<file path="config.mk">
export PLATFORM = sky130hd
export DESIGN_NAME = fc_neuron_engine
export DESIGN_NICKNAME = d
export VERILOG_FILES = /design/src/rtl/fc_neuron_engine.sv
export SDC_FILE = /design/constraint.sdc
export NUM_CORES = 2
export LEC_CHECK = 0
export CAP_MARGIN = 20
export CORE_ASPECT_RATIO = 0.9
export CORE_MARGIN = 2
export CORE_UTILIZATION = 50
export DETAILED_ROUTE_END_ITERATION = 12
export GPL_TIMING_DRIVEN = 0
export PLACE_DENSITY = 0.67
export SLEW_MARGIN = 20
export SYNTH_ARGS = -nofsm -noshare
export SYNTH_HDL_FRONTEND = slang
export SYNTH_SLANG_ARGS = --single-unit
</file>
<file path="constraint.sdc">
create_clock -name i_clk -period 18.6 [get_ports i_clk]
set_input_delay 1.86 -clock i_clk [delete_from_list [all_inputs] [get_ports i_clk]]
set_output_delay 1.86 -clock i_clk [all_outputs]
set_load 0.005 [all_outputs]
</file>
<file path="src/rtl/fc_neuron_engine.sv">
// -----------------------------------------------------------------------------
// fc_neuron_engine
//   Streaming int8 fully-connected neuron. It accumulates
//   (act - input_zp) * (wgt - filter_zp) over a burst of beats that ends with
//   i_last. It then adds the bias, optionally applies ReLU, and requantizes with
//   a fixed-point multiplier and a rounding right shift. The int8 result is
//   presented on a valid/ready output handshake.
//
//   Optional feature macro: OUT_CLAMP_EN
//     defined   : the final value saturates to -128..127
//     undefined : the final value is truncated to its low 8 bits, which is
//                 bit-exact with the golden MNIST model
//
// Ports
//   i_clk, i_rst_n          clock, async active-low reset
//   i_valid / o_ready       input beat handshake (o_ready high only in ACC)
//   i_act, i_wgt            signed int8 activation / weight
//   i_last                  final beat of the neuron
//   i_bias, i_quant_mult    signed 32-bit bias / multiplier (sampled on i_last)
//   i_quant_shift           signed shift -32..30 (sampled on i_last)
//   i_relu_en               clamp negative pre-quant sums to 0 (sampled on i_last)
//   i_input_zp, i_filter_zp, i_output_zp  signed int8 zero points
//   o_valid / i_ready       result handshake
//   o_out                   requantized int8 result
//   o_beats                 beats accepted for the emitted neuron (wraps)
// -----------------------------------------------------------------------------
module fc_neuron_engine #(
  parameter int unsigned CNT_W = 16
) (
  input  logic               i_clk,
  input  logic               i_rst_n,
  input  logic               i_valid,
  output logic               o_ready,
  input  logic [7:0]         i_act,
  input  logic [7:0]         i_wgt,
  input  logic               i_last,
  input  logic [31:0]        i_bias,
  input  logic [7:0]         i_input_zp,
  input  logic [7:0]         i_filter_zp,
  input  logic [7:0]         i_output_zp,
  input  logic [31:0]        i_quant_mult,
  input  logic [7:0]         i_quant_shift,
  input  logic               i_relu_en,
  output logic               o_valid,
  input  logic               i_ready,
  output logic [7:0]         o_out,
  output logic [CNT_W-1:0]   o_beats
);

  localparam int unsigned DATA_W = 8;
  localparam int unsigned OFF_W  = 16;
  localparam int unsigned ACC_W  = 32;
  localparam int unsigned PROD_W = 64;

  typedef enum logic [2:0] {
    ST_ACC   = 3'd0,
    ST_BIAS  = 3'd1,
    ST_MUL   = 3'd2,
    ST_SHIFT = 3'd3,
    ST_OUT   = 3'd4
  } state_e;

  state_e                    state_q,  state_d;
  logic signed [ACC_W-1:0]   acc_q,    acc_d;
  logic [CNT_W-1:0]          beats_q,  beats_d;
  logic signed [ACC_W-1:0]   bias_q,   bias_d;
  logic signed [ACC_W-1:0]   mult_q,   mult_d;
  logic [DATA_W-1:0]         shift_q,  shift_d;
  logic                      relu_q,   relu_d;
  logic signed [PROD_W-1:0]  p_q,      p_d;
  logic [DATA_W-1:0]         out_q,    out_d;
  logic                      valid_q,  valid_d;
  logic                      ready_q,  ready_d;

  logic signed [OFF_W-1:0]   act_off;
  logic signed [OFF_W-1:0]   wgt_off;
  logic signed [ACC_W-1:0]   beat_prod;
  logic signed [ACC_W-1:0]   bias_sum;
  logic signed [ACC_W-1:0]   relu_val;
  logic [DATA_W-1:0]         t_amt;
  logic signed [PROD_W-1:0]  rnd;
  logic signed [PROD_W-1:0]  p_next;
  logic [DATA_W-1:0]         out_res;
`ifdef OUT_CLAMP_EN
  logic signed [PROD_W-1:0]  out_wide;
`endif

  // Zero-point corrected beat product.
  always_comb begin
    act_off   = OFF_W'($signed(i_act)) - OFF_W'($signed(i_input_zp));
    wgt_off   = OFF_W'($signed(i_wgt)) - OFF_W'($signed(i_filter_zp));
    beat_prod = ACC_W'(act_off) * ACC_W'(wgt_off);
  end

  // Bias add and optional ReLU.
  always_comb begin
    bias_sum = acc_q + bias_q;
    relu_val = (relu_q && (bias_sum < 0)) ? '0 : bias_sum;
  end

  // t = 31 - shift lies in 1..63 for the legal shift range; the mod-256
  // subtraction produces it directly from the two's-complement shift.
  always_comb begin
    t_amt  = DATA_W'(8'd31 - shift_q);
    rnd    = $signed(PROD_W'(1) << (t_amt - DATA_W'(1)));
    p_next = PROD_W'(acc_q) * PROD_W'(mult_q) + rnd;
  end

  // Output reduction. Saturation is taken from the full-width value so that a
  // large positive result does not alias into the negative range first.
`ifdef OUT_CLAMP_EN
  always_comb begin
    out_wide = (p_q >>> t_amt) + PROD_W'($signed(i_output_zp));
    if (out_wide > 64'sd127) begin
      out_res = 8'h7F;
    end else if (out_wide < -64'sd128) begin
      out_res = 8'h80;
    end else begin
      out_res = DATA_W'(out_wide);
    end
  end
`else
  always_comb begin
    out_res = DATA_W'(p_q >>> t_amt) + i_output_zp;
  end
`endif

  // Next-state and datapath control.
  always_comb begin
    state_d = state_q;
    acc_d   = acc_q;
    beats_d = beats_q;
    bias_d  = bias_q;
    mult_d  = mult_q;
    shift_d = shift_q;
    relu_d  = relu_q;
    p_d     = p_q;
    out_d   = out_q;
    valid_d = valid_q;

    case (state_q)
      ST_ACC: begin
        if (i_valid) begin
          acc_d   = acc_q + beat_prod;
          beats_d = beats_q + CNT_W'(1);
          if (i_last) begin
            bias_d  = $signed(i_bias);
            mult_d  = $signed(i_quant_mult);
            shift_d = i_quant_shift;
            relu_d  = i_relu_en;
            state_d = ST_BIAS;
          end
        end
      end
      ST_BIAS: begin
        // The accumulator is reused to hold the rectified, biased sum.
        acc_d   = relu_val;
        state_d = ST_MUL;
      end
      ST_MUL: begin
        p_d     = p_next;
        state_d = ST_SHIFT;
      end
      ST_SHIFT: begin
        out_d   = out_res;
        valid_d = 1'b1;
        state_d = ST_OUT;
      end
      ST_OUT: begin
        if (i_ready) begin
          valid_d = 1'b0;
          acc_d   = '0;
          beats_d = '0;
          state_d = ST_ACC;
        end
      end
      default: begin
        state_d = ST_ACC;
      end
    endcase

    ready_d = (state_d == ST_ACC);
  end

  // State and datapath registers.
  always_ff @(posedge i_clk or negedge i_rst_n) begin
    if (!i_rst_n) begin
      state_q <= ST_ACC;
      acc_q   <= '0;
      beats_q <= '0;
      bias_q  <= '0;
      mult_q  <= '0;
      shift_q <= '0;
      relu_q  <= 1'b0;
      p_q     <= '0;
      out_q   <= '0;
      valid_q <= 1'b0;
      ready_q <= 1'b1;
    end else begin
      state_q <= state_d;
      acc_q   <= acc_d;
      beats_q <= beats_d;
      bias_q  <= bias_d;
      mult_q  <= mult_d;
      shift_q <= shift_d;
      relu_q  <= relu_d;
      p_q     <= p_d;
      out_q   <= out_d;
      valid_q <= valid_d;
      ready_q <= ready_d;
    end
  end

  assign o_ready = ready_q;
  assign o_valid = valid_q;
  assign o_out   = out_q;
  assign o_beats = beats_q;

endmodule
</file>
==> metrics.md <==
| Metric | Value |
|---|---|
| Total wire length | `199.5 mm` |
| Arrival time worst endpoint | `approximately 13000 ps` |
| Starting Density | `around half` |
| Max_cap viols | `0` |
| Post-placement cell area | `around 0.062 mm2` |
| Input/output buffers | `between 100 and 150` |
| Die Width | `~360 um` |
| Status | `finished, final reports clean` |
| Post-CTS Resized | `0` |
| Final HPWL DP | `approximately 170 mm` |
| Mapped Area | `between 0.05 and 0.06 mm2` |
| Post-DRT Antenna Nets | `0` |
| Congestion Overflow GR | `0` |
| Final setup violation count | `0` |
| Fmax achieved | `approximately 0.08 GHz` |
| Synth Register Bits | `198` |
| Syn nets | `between 8000 and 9000` |
| Rows | `approximately 120` |
| CTS Buffer Depth | `2` |
| Ys async rst share | `100.0%` |
| Ratio of final minimum period to clock period | `about 67%` |
| Setup TNS Final | `0 ps` |
| Insertion delay of the later-clocked pin in the worst-skew pair | `560 ps` |
| Gpl congestion | `just over 1` |
| CTS tree | `done` |
| Critical setup path kind | `reg2reg` |
| Crit path required time | `19010 ps` |
| Synth-to-layout area growth | `7.041%` |
| Crit-path max FO | `10` |
| I/O pins | `144` |
| Share of cells above drive strength 1 | `under 10%` |
| Yosys top cell area share | `between 40% and 50%` |
| Slowest CP cell | `o31ai_1` |
| Main area contributors after synthesis | `fa_1, inv_1, dfrtp_1, ha_1, nand2_1` |
| Area leader, netlist | `fa_1` |
| Synth Flop Type | `dfrtp_1` |
| Worst-path clk slew | `approximately 90 ps` |
| Hold Violations, Final | `0` |
| Relative slew margins | `between 10% and 20%` |
| Gr usage total | `between 30% and 40%` |
| Clk_skew | `20.60 ps` |
| H-tree levels | `4` |
| Seq. cell area | `about 0.005 mm2` |
| DP Worst Slack | `6588 ps` |
| Post-CTS Hold Buffers | `0` |
| Final worst slack | `6100 ps` |
| FILL cells | `about 11000` |
| Synth Area per Inst | `9.130 um2` |
| Iter 0 DRT Violations | `~4700` |
| Min Tclk post-route | `12500 ps` |
| Vias in the first global route | `46910` |
| Cells after Synth | `approximately 6400` |
| Die area | `around 0.12 mm2` |
| Nets | `around 8400` |
| Root Buffer | `clkbuf_16` |
| Drt pass-1 iters | `6` |
| CTS Buf Count | `17` |
| Worst-margin pin slew | `~1200 ps` |
| Synth cell types | `between 70 and 80` |
| EDFF count, synth | `0` |
| CP Launch Type | `flop` |
| DRC viols | `0` |
| Multi-input logic area | `about 0.047 mm2` |
| Largest net degree at the start of global routing | `73` |
| Core ar. | `approximately 0.12 mm2` |
| Clk sinks | `around 200` |
| Hold WS | `between 400 and 500 ps` |
| Post-route cell area | `approximately 0.063 mm2` |
| Most Frequent Cell on Critical Path | `fa_1` |
| Die Ht | `~330 um` |
| Routed wire per std cell | `around 24 um` |
| RSZ-0062 raised after global routing | `false` |
| Slew Limit Fails | `0` |
| Sequential fraction of the synthesis area | `8.469%` |
| First-pass GRT wire length | `297.8 mm` |
| Max stage delay on crit path | `between 900 and 1000 ps` |
| CP Capture Type | `flop` |
| Synth warnings | `0` |
| Vias per cell | `5.634` |
| DR vias | `~46000` |
| Most frequent cells in the layout | `inv_1, fa_1, nand2_1` |
| Hold WC Path Type | `reg2reg` |
| Most common cell after layout, fill and taps aside | `inv_1` |
| Antenna violations before repair | `17` |
| # Post-CTS Setup Buffers | `0` |
per-layer routing:
metal / part of all wire [%] / vias to the layer above / track usage [%]
li1: - / 19580 / -
met1: 42 / 23840 / 50.28
met2: 41 / 2229 / 47.76
met3: 12 / 359 / 10.31
met4: 4.7 / 6 / 13.61
met5: 0.021 / - / 0
final cells by class:
cell class,instances,share of cell area [%]
antenna,4,0.01598
buffer,314,1.966
inverter,1443,8.647
multi-input combinational,4454,74.94
tap,1573,3.142
clock inverter,12,0.1718
clock buffer,20,0.7291
timing repair buffer,149,2.479
sequential,198,7.912
kinds of logic (layout without fill, tap and decap cells):
family                     after synthesis  count (layout)  share of synthesized area (%)
buffers and inverters                 1757            1938                          11.35
and+or+nand+nor                       1754            1754                          13.27
adders and majority gates             1681            1681                          52.99
AOI/OAI and AO/OA                      638             638                          7.024
muxes                                  209             209                          4.306
DFF                                    198             198                          8.469
xor gates and xnor gates               172             172                          2.587
other                                    0               4                              0
final timing paths:
path / slack, ps / startpoint / endpoint / cells after the start
worst max-delay path: 6100 / shift_q[3] / p_q[61] / 32
worst min-delay path: 480 / o_out[4] / o_out[4] / 2
worst max register to register: 6100 / shift_q[3] / p_q[61] / 32
worst min register to register: 480 / o_out[4] / o_out[4] / 2
max in group asynchronous: 16470 / i_rst_n / mult_q[7] / 2
min in group asynchronous: 1270 / i_rst_n / o_out[2] / 1
state kept, by name, summed over array words and instances (netlist names):
signal and count:
o_out 8, bias_q 32, shift_q 8, state_q 3
relu_q 1, o_beats 16, mult_q 32, o_valid 1
o_ready 1, acc_q 32, p_q 64
worst max-delay path: cells and delay by family, from the launching register on:
family / cells / cell delay, ps
AO/OA/AOI/OAI: 5 / 1730
adder cells (fa/ha/maj): 9 / 4500
XOR/XNOR: 1 / 250
AND/OR/NAND/NOR: 6 / 2160
multiplexers: 1 / 220
flip-flops: 1 / 560
buffers and inverters: 10 / 2890
cell usage after synthesis, types with 35 or more instances:
cell type and instances:
a21o_1 77, a21oi_1 178, and2_1 258, clkbuf_1 278, dfrtp_1 197, fa_1 1329, ha_1 352, inv_1 1441
mux2_2 122, mux2i_1 65, nand2_1 1049, nand2b_1 58, nand3_1 43, nor2_1 203, nor3_1 39, o21ai_0 169
o21bai_1 35, xnor2_1 109, xor2_1 62
through the flow:
stage               std cells  util [%]
floorplan                6409         -
global placement         8125     53.11
detailed placement       8130     53.22
CTS                      8162     53.70
global route             8165     53.72
finish                   8167     53.73
Power is not shown: default switching activity piles up to over one toggle a cycle in this logic, so the estimate is an artifact.
